$ cat src/rtl/fmul_share.sv
// Time-shares one single-precision multiplier between two requesters.
// A round-robin grant feeds registered operands to fmul; results return tagged by requester.

module fmul (
    input  logic [31:0] a_i,
    input  logic [31:0] b_i,
    output logic [31:0] y_o,
    output logic        ovf_o
);
    logic        sign;
    logic [7:0]  ea, eb;
    logic [23:0] ma, mb, mant;
    logic [47:0] prod;
    logic        hi, rnd, stk;
    logic [24:0] mant_r;
    logic [10:0] exp_b;
    logic        a_nan, b_nan;

    // Denormal inputs flush to zero, overflow saturates to infinity, rounding is nearest-even.
    always_comb begin
        sign   = a_i[31] ^ b_i[31];
        ea     = a_i[30:23];
        eb     = b_i[30:23];
        ma     = {1'b1, a_i[22:0]};
        mb     = {1'b1, b_i[22:0]};
        a_nan  = (ea == 8'hFF) && (a_i[22:0] != 23'd0);
        b_nan  = (eb == 8'hFF) && (b_i[22:0] != 23'd0);
        prod   = {24'd0, ma} * {24'd0, mb};
        hi     = prod[47];
        mant   = hi ? prod[47:24] : prod[46:23];
        rnd    = hi ? prod[23] : prod[22];
        stk    = hi ? (|prod[22:0]) : (|prod[21:0]);
        mant_r = {1'b0, mant} + {24'd0, rnd & (stk | mant[0])};
        exp_b  = {3'b000, ea} + {3'b000, eb} + {10'd0, hi} + {10'd0, mant_r[24]};
        y_o    = {sign, 31'd0};
        ovf_o  = 1'b0;
        if (ea == 8'hFF || eb == 8'hFF) begin
            if (a_nan || b_nan || ea == 8'h00 || eb == 8'h00)
                y_o = 32'h7FC0_0000;
            else
                y_o = {sign, 8'hFF, 23'd0};
        end else if (ea == 8'h00 || eb == 8'h00) begin
            y_o = {sign, 31'd0};
        end else if (exp_b >= 11'd382) begin
            y_o   = {sign, 8'hFF, 23'd0};
            ovf_o = 1'b1;
        end else if (exp_b <= 11'd127) begin
            y_o = {sign, 31'd0};
        end else begin
            y_o = {sign, exp_b[7:0] - 8'd127, mant_r[24] ? mant_r[23:1] : mant_r[22:0]};
        end
    end
endmodule

module fmul_share #(
    parameter int unsigned LAT = 1  // legal range 1..15
) (
    input  logic        clk,
    input  logic        rst,
    input  logic [1:0]  req_valid,
    output logic [1:0]  req_ready,
    input  logic [63:0] req_x1,
    input  logic [63:0] req_x2,
    output logic        rsp_valid,
    input  logic        rsp_ready,
    output logic        rsp_id,
    output logic [31:0] rsp_y,
    output logic        rsp_ovf,
    output logic [1:0]  ovf_sticky,
    input  logic [1:0]  ovf_clr,
    output logic        busy,
    output logic [1:0]  state_dbg_o
);
    // Handshake: a transfer happens on a rising edge where valid and ready are both high;
    // a requester holds valid and operands stable until it sees ready.
    typedef enum logic [1:0] {
        S_IDLE = 2'd0,
        S_WAIT = 2'd1,
        S_RESP = 2'd2
    } state_t;

    localparam logic [3:0] LAT_M1 = 4'(LAT - 1);

    state_t      state_q;
    logic [3:0]  cnt_q;
    logic        last_q;
    logic        id_q;
    logic [31:0] a_q, b_q, y_q;
    logic        ovf_q;
    logic [1:0]  sticky_q;

    logic        grant_d;
    logic        accept_d;
    logic [1:0]  set_d;
    logic [1:0]  sticky_d;
    logic [31:0] f_y;
    logic        f_ovf;

    fmul u_fmul (
        .a_i   (a_q),
        .b_i   (b_q),
        .y_o   (f_y),
        .ovf_o (f_ovf)
    );

    always_comb begin
        grant_d = ~last_q;
        if (req_valid == 2'b01)
            grant_d = 1'b0;
        else if (req_valid == 2'b10)
            grant_d = 1'b1;
    end

    assign req_ready = (state_q == S_IDLE) ? (grant_d ? 2'b10 : 2'b01) : 2'b00;
    assign accept_d  = |(req_valid & req_ready);

    // Set beats clear so an overflow landing in the same cycle as a clear is kept.
    always_comb begin
        set_d = 2'b00;
        if (state_q == S_RESP && rsp_ready && ovf_q)
            set_d = id_q ? 2'b10 : 2'b01;
        sticky_d = (sticky_q & ~ovf_clr) | set_d;
    end

    always_ff @(posedge clk) begin
        if (rst) begin
            state_q  <= S_IDLE;
            cnt_q    <= 4'd0;
            last_q   <= 1'b1;
            id_q     <= 1'b0;
            a_q      <= 32'd0;
            b_q      <= 32'd0;
            y_q      <= 32'd0;
            ovf_q    <= 1'b0;
            sticky_q <= 2'b00;
        end else begin
            sticky_q <= sticky_d;
            case (state_q)
                S_IDLE: begin
                    if (accept_d) begin
                        a_q     <= grant_d ? req_x1[63:32] : req_x1[31:0];
                        b_q     <= grant_d ? req_x2[63:32] : req_x2[31:0];
                        id_q    <= grant_d;
                        last_q  <= grant_d;
                        cnt_q   <= LAT_M1;
                        state_q <= S_WAIT;
                    end
                end
                S_WAIT: begin
                    if (cnt_q == 4'd0) begin
                        y_q     <= f_y;
                        ovf_q   <= f_ovf;
                        state_q <= S_RESP;
                    end else begin
                        cnt_q <= cnt_q - 4'd1;
                    end
                end
                S_RESP: begin
                    if (rsp_ready)
                        state_q <= S_IDLE;
                end
                default: state_q <= S_IDLE;
            endcase
        end
    end

    assign rsp_valid   = (state_q == S_RESP);
    assign rsp_id      = id_q;
    assign rsp_y       = y_q;
    assign rsp_ovf     = ovf_q;
    assign ovf_sticky  = sticky_q;
    assign busy        = (state_q != S_IDLE);
    assign state_dbg_o = state_q;
endmodule

$ cat config.mk
export PLATFORM = sky130hd
export DESIGN_NAME = fmul_share
export DESIGN_NICKNAME = d
export VERILOG_FILES = /design/src/rtl/fmul_share.sv
export SDC_FILE = /design/constraint.sdc
export NUM_CORES = 2
export LEC_CHECK = 0
export ABC_AREA = 0
export CORE_UTILIZATION = 60
export CTS_BUF_LIST = sky130_fd_sc_hd__clkbuf_4
export CTS_CLUSTER_SIZE = 30
export DETAILED_ROUTE_END_ITERATION = 10
export PLACE_DENSITY = 0.78
export SETUP_SLACK_MARGIN = 0.2
export SYNTH_ARGS = -nofsm -noshare
export SYNTH_HDL_FRONTEND = slang
export SYNTH_HIERARCHICAL = 1
export SYNTH_SLANG_ARGS = --single-unit
$ cat constraint.sdc
create_clock -name clk -period 19 [get_ports clk]
set_clock_uncertainty 0.05 [all_clocks]
set_input_delay 3.8 -clock clk [delete_from_list [all_inputs] [get_ports clk]]
set_output_delay 3.8 -clock clk [all_outputs]
set_load 0.02 [all_outputs]
## Word-level counts from Yosys, hierarchy flattened

Index checks and enable logic that the tools add are counted.

- Flip-flop bits (word level): 107
- Bits of input ports: 135
- Output and inout bits: 42

- $add $sub $neg: 6
- Multiply operators: 1
- Magnitude comparators: 2
- Equal/unequal tests: 10
- Muxes and demuxes: 27
- Bitwise gates (word level): 8
- Reduce and logical (&&, ||, !) cells: 24

Operators with widths:

| kind | count |
|---|---|
| $mux 32 | 4 |
| $mux 31 | 3 |
| $mul 24x24->48 | 1 |
| $reduce_bool 23->1 | 2 |
| $add 24x1->25 | 1 |
| $mux 24 | 1 |
| $mux 23 | 1 |
| $reduce_or 23->1 | 1 |
| $add 11x1->11 | 2 |
| $reduce_or 22->1 | 1 |
| $eq 8x8->1 const B | 2 |
| $logic_not 8->1 | 2 |
| $mux 2 | 7 |
| $ge 11x9->1 const B | 1 |
| $le 11x7->1 const B | 1 |
| $add 8x8->9 | 1 |
| $mux 4 | 2 |
| $pmux 4 s2 | 1 |
| $sub 8x7->8 const B | 1 |
| $mux 1 | 7 |
| $ne 2x2->1 const B | 3 |
| $pmux 2 s3 | 1 |
| $reduce_and 3->1 | 2 |
| $logic_or 1x1->1 | 5 |
| other kinds (17) | 25 |

## Logic depth before layout (Yosys ltp)

- Word-level depth: 12
- Mapped depth: 57

## Modules after synthesis

The synthesis kept the hierarchy.

Modules (own cells, without submodules):

| module | times used | cells an instance | area an instance (sq um) | sequential area each (sq um) |
|---|---|---|---|---|
| fmul | 1 | 2606 | 21665.8 | 0.0 |
| fmul_share | 1 | 601 | 5494.0 | 2142.1 |

## Worst setup path after synthesis

OpenSTA, ideal clock, no wires.

- Kind: register to register
- Start: reg b_q[12]
- End: reg y_q[20] (netlist: rsp_y[20])
- Data arrival time: 11957 ps
- Required time: 18880 ps
- Slack: 6923 ps
- Stages on the path, launching flop included: 56
- Period minus slack after synthesis: 12077 ps
- Path through: dfxtp_1 clkbuf_1 clkbuf_1 nand2_1 fa_1 inv_1 fa_1 inv_1 fa_1 inv_1 fa_1 fa_1 fa_1 inv_1 fa_1 inv_1 ha_1 clkbuf_1 (+20 left out) inv_1 fa_1 nor2b_1 o21ai_0 a21boi_1 o21ai_0 nand2b_1 a21o_1 a21o_1 xor2_1 a21bo_2 clkbuf_1 or3_1 clkbuf_1 a41o_1 nor3_1 nand3_1 a21oi_1

- Word-level cells in the longest chain between the ends: 12
- Elaborated cells on any way between the ends: 18
- Those cells by class: add/sub (3); mul (1); order compare (2); mux (8); bitwise (2); reduce/logical (2)

Ends and longest elaborated chain:

| item | RTL line | RTL |
|---|---|---|
| from (decl) | 88 | `logic [31:0] a_q, b_q, y_q;` |
| from (signal assigned) | 142 | `b_q <= grant_d ? req_x2[63:32] : req_x2[31:0];` |
| $mul 24x24->48 (*) | 28 | `prod = {24'd0, ma} * {24'd0, mb};` |
| $reduce_or 23->1 / $reduce_or 22->1 (equally long branches) | 32 | `stk = hi ? (\|prod[22:0]) : (\|prod[21:0]);` |
| $mux 1 | 32 |  |
| $or 1x1->1 | 33 | `mant_r = {1'b0, mant} + {24'd0, rnd & (stk \| mant[0])};` |
| $and 1x1->1 | 33 |  |
| $add 24x1->25 | 33 |  |
| $add 11x1->11 | 34 | `exp_b = {3'b000, ea} + {3'b000, eb} + {10'd0, hi} + {10'd0, mant_r[24]};` |
| $le 11x7->1 | 47 | `end else if (exp_b <= 11'd127) begin` |
| $mux 31 | 47 |  |
| $mux 31 (*) | 44 | `end else if (exp_b >= 11'd382) begin` |
| $mux 31 (*) | 42 | `end else if (ea == 8'h00 \|\| eb == 8'h00) begin` |
| $mux 32 (*) | 37 | `if (ea == 8'hFF \|\| eb == 8'hFF) begin` |
| via f_y[20] | 96 | `logic [31:0] f_y;` |
| to (signal assigned) | 151 | `y_q <= f_y;` |
| to (decl) | 88 |  |

Mark *: on every way through the listed nets, which the timed path passes. The rest lies on a longest branch.
A chain may end at the register's enable or synchronous reset.

## Worst setup path after layout

- Start: reg b_q[9]
- End: reg y_q[9] (netlist: rsp_y[9])

Same word-level chain as after synthesis.

==> flow_summary.toml <==
[outcome]
status = "finished, final reports clean"

[clocking]
cts_setup_buffers = 0
ctsRootBufferMaster = "clkbuf_4"
htreeDepth = 3
clk_path_buf_depth = 2
cts_tree = "done"
clock-sinks = 107
insertion_delay_ns = 0.57
cts-buffers-inserted = 9
cts_resized = 0
path_clk_slew_ns = 0.19
cts_hold_buffers = 0

[grt]
grt_pass1_vias = 24800
antenna_found_initial = 2
grt_max_degree = 106
grt_overflow = 0
grt_pass1_wl_um = 134000
grtUsageTotal_pct = 37.0

[floorplan]
die_w_um = 215
die_h_um = 215
core_area_mm2 = 0.0444
dieArea_mm2 = 0.0461
fp-row-count = 77
initial_utilization_pct = 61.2
pin_count = 177

[layout]
final_nets = 4048
multi_input_area_mm2 = 0.0219
fillers = 3710
area_delta_synth_final_pct = 8.05
layout-drive-gt1-share_pct = 3.55
stdcell_area_mm2 = 0.0293
seq_area_mm2 = 0.00214
final_cells = 3835

[timing]
max_slew_margin_pct = 12.8
setup_viol = 0
tns_ns = 0
finalHoldViolCount = 0
max_clock_freq_mhz = 69.9
period_minus_slack_ns = 14.31
maxSlewViolCount = 0
rsz0062_at_grt = "no"
hold-worst-slack_ns = 0.438
period_share_pct = 75.3
tightest_slew_ns = 1.31

[yosys]
yosys.area.top_type = "fa_1"
synth-main-ff-cell = "dfxtp_1"
synth_area_leaders = "fa_1 36%, ha_1 8.9%, inv_1 8.3%"
yosysTopAreaCellShare_pct = 35.7
synthesis.nets = 4019
ys_seq_area_share_pct = 7.89
async_flop_share_pct = 0
synth-edff-count = 0
syn_inst = 3207
synth_common_cells = "600 x inv_1, 484 x fa_1, 332 x nand2_1"
avgSynthCellArea_um2 = 8.47
synth_most_common_cell = "inv_1"
yosys_warnings = 6
synth.distinct_cells = 93
synth.cell_area_mm2 = 0.0272
ys_seq_elements = 107

[drt]
wl_um = 83400
drc = 0
dr.pass1.iters = 6
post_drt_wl_per_cell_um = 21.7
dr.first_iter.drc_count = 2322
num_vias = 23600
ant_nets = 0
vias_per_cell = 6.17

[placement]
placed_cells_incl_taps = 3817
io_buffers = 176
gp_congestion = 0.974
hpwl_um = 64900
placed_area_mm2 = 0.0292

[worst_setup_path]
critPathSlowestCell = "dfxtp_1"
end_kind = "flop"
path_max_fanout = 33
arrival_ns = 14.74
critPathKind = "flop to flop"
worst_path_most_repeated_cell = "fa_1"
crit_required_ns = 19.44
cp_slowest_stage_delay_ns = 1.24
worst-path-buf-inv = 8
cpLargestDelayFamily = "adder cells"
startpoint_type = "flop"

[power_and_ir_drop]
leakage_nw = 13.5
powerDensity_mw_per_mm2 = 96.9
total_power_mw = 2.84
vdd_drop_max_uv = 115

[job]
max_cap_violations = 0

[hold_path]
hp-class = "flop to flop"
## sequential cells by signal (all words and copies together) (netlist names)
| name | flops |
|---|---|
| a_q | 32 |
| b_q | 32 |
| cnt_q | 4 |
| last_q | 1 |
| ovf_sticky | 2 |
| rsp_id | 1 |
| rsp_ovf | 1 |
| rsp_y | 32 |
| state_dbg_o | 2 |
## cells by family (layout without fill, tap and decap cells)
group,count (synthesis),in the layout,share of synthesized area [%]
flops,107,107,7.89
buf+inv,812,846,11.5
xor+xnor,63,63,2.06
mux,11,11,0.415
fa+ha+maj,678,678,44.6
compound gates,503,503,13.1
other cells,0,2,0
simple gates,1033,1033,20.5
## power breakdown
part           switching [mW]  internal, mW  total (mW)
registers              0.0645         0.249       0.314
logic                    1.58         0.824        2.41
clock network          0.0912        0.0302       0.121
## worst register-to-register path: cells and delay by family, from the launching register on
kind / cells / cell delay, ns
compound gates: 15 / 3.40
xor+xnor: 1 / 0.15
fa+ha+maj: 12 / 5.17
buf+inv: 8 / 1.14
flops: 1 / 1.24
simple gates: 12 / 3.11
## per-stage QoR
stage | utilization, % | setup WS [ns]
6_report | 66.1 | 4.69
3_5_place_dp | 65.8 | 4.96
4_1_cts | 66.1 | 4.88
2_1_floorplan | - | 6.92
3_3_place_gp | 65.8 | 5.44
5_1_grt | 66.1 | 3.73
## layout by cell type (no fill, tap or decap), types with 8 or more instances in the layout
| cell type | count |
|---|---|
| a2111oi_0 | 66 |
| a211oi_1 | 14 |
| a21o_1 | 17 |
| a21oi_1 | 140 |
| a221o_1 | 66 |
| and2_1 | 257 |
| and3_1 | 10 |
| and4_1 | 68 |
| buf_4 | 50 |
| clkbuf_4 | 9 |
| clkdlybuf4s50_1 | 174 |
| dfxtp_1 | 106 |
| fa_1 | 484 |
| ha_1 | 193 |
| inv_1 | 599 |
| mux2i_1 | 9 |
| nand2_1 | 332 |
| nand2b_1 | 73 |
| nand3_1 | 47 |
| nand4_1 | 31 |
| nor2_1 | 112 |
| nor3_1 | 27 |
| nor4_1 | 22 |
| o211ai_1 | 9 |
| o21a_1 | 12 |
| o21ai_0 | 94 |
| o21bai_1 | 8 |
| xnor2_1 | 32 |
| xor2_1 | 30 |
## metal layers
layer / track usage (%) / share of wire [%] / up-vias
li1: - / - / 10400
met1: 46.3 / 38 / 11800
met2: 61.2 / 48 / 1174
met3: 5.55 / 8.0 / 280
met4: 21.7 / 6.3 / 0
met5: 0 / 0 / -
## final cells by class
type | instances | share of cell area (%)
antenna | 2 | 0.0171
clock buffer | 9 | 0.230
timing repair buffer | 226 | 7.25
sequential | 107 | 7.30
clock inverter | 7 | 0.243
inverter | 604 | 7.73
multi-input combinational | 2288 | 74.7
tap | 592 | 2.52
## path summary, 6_finish.rpt
check,start,slack [ns],to,cells past startpoint
hold / removal,rsp_y[28],0.44,rsp_y[28],2
hold reg to reg,rsp_y[28],0.44,rsp_y[28],2
setup / recovery,b_q[9],4.69,rsp_y[9],48
setup reg to reg,b_q[9],4.69,rsp_y[9],48
Note: power is estimated with default switching activity, not from simulation.
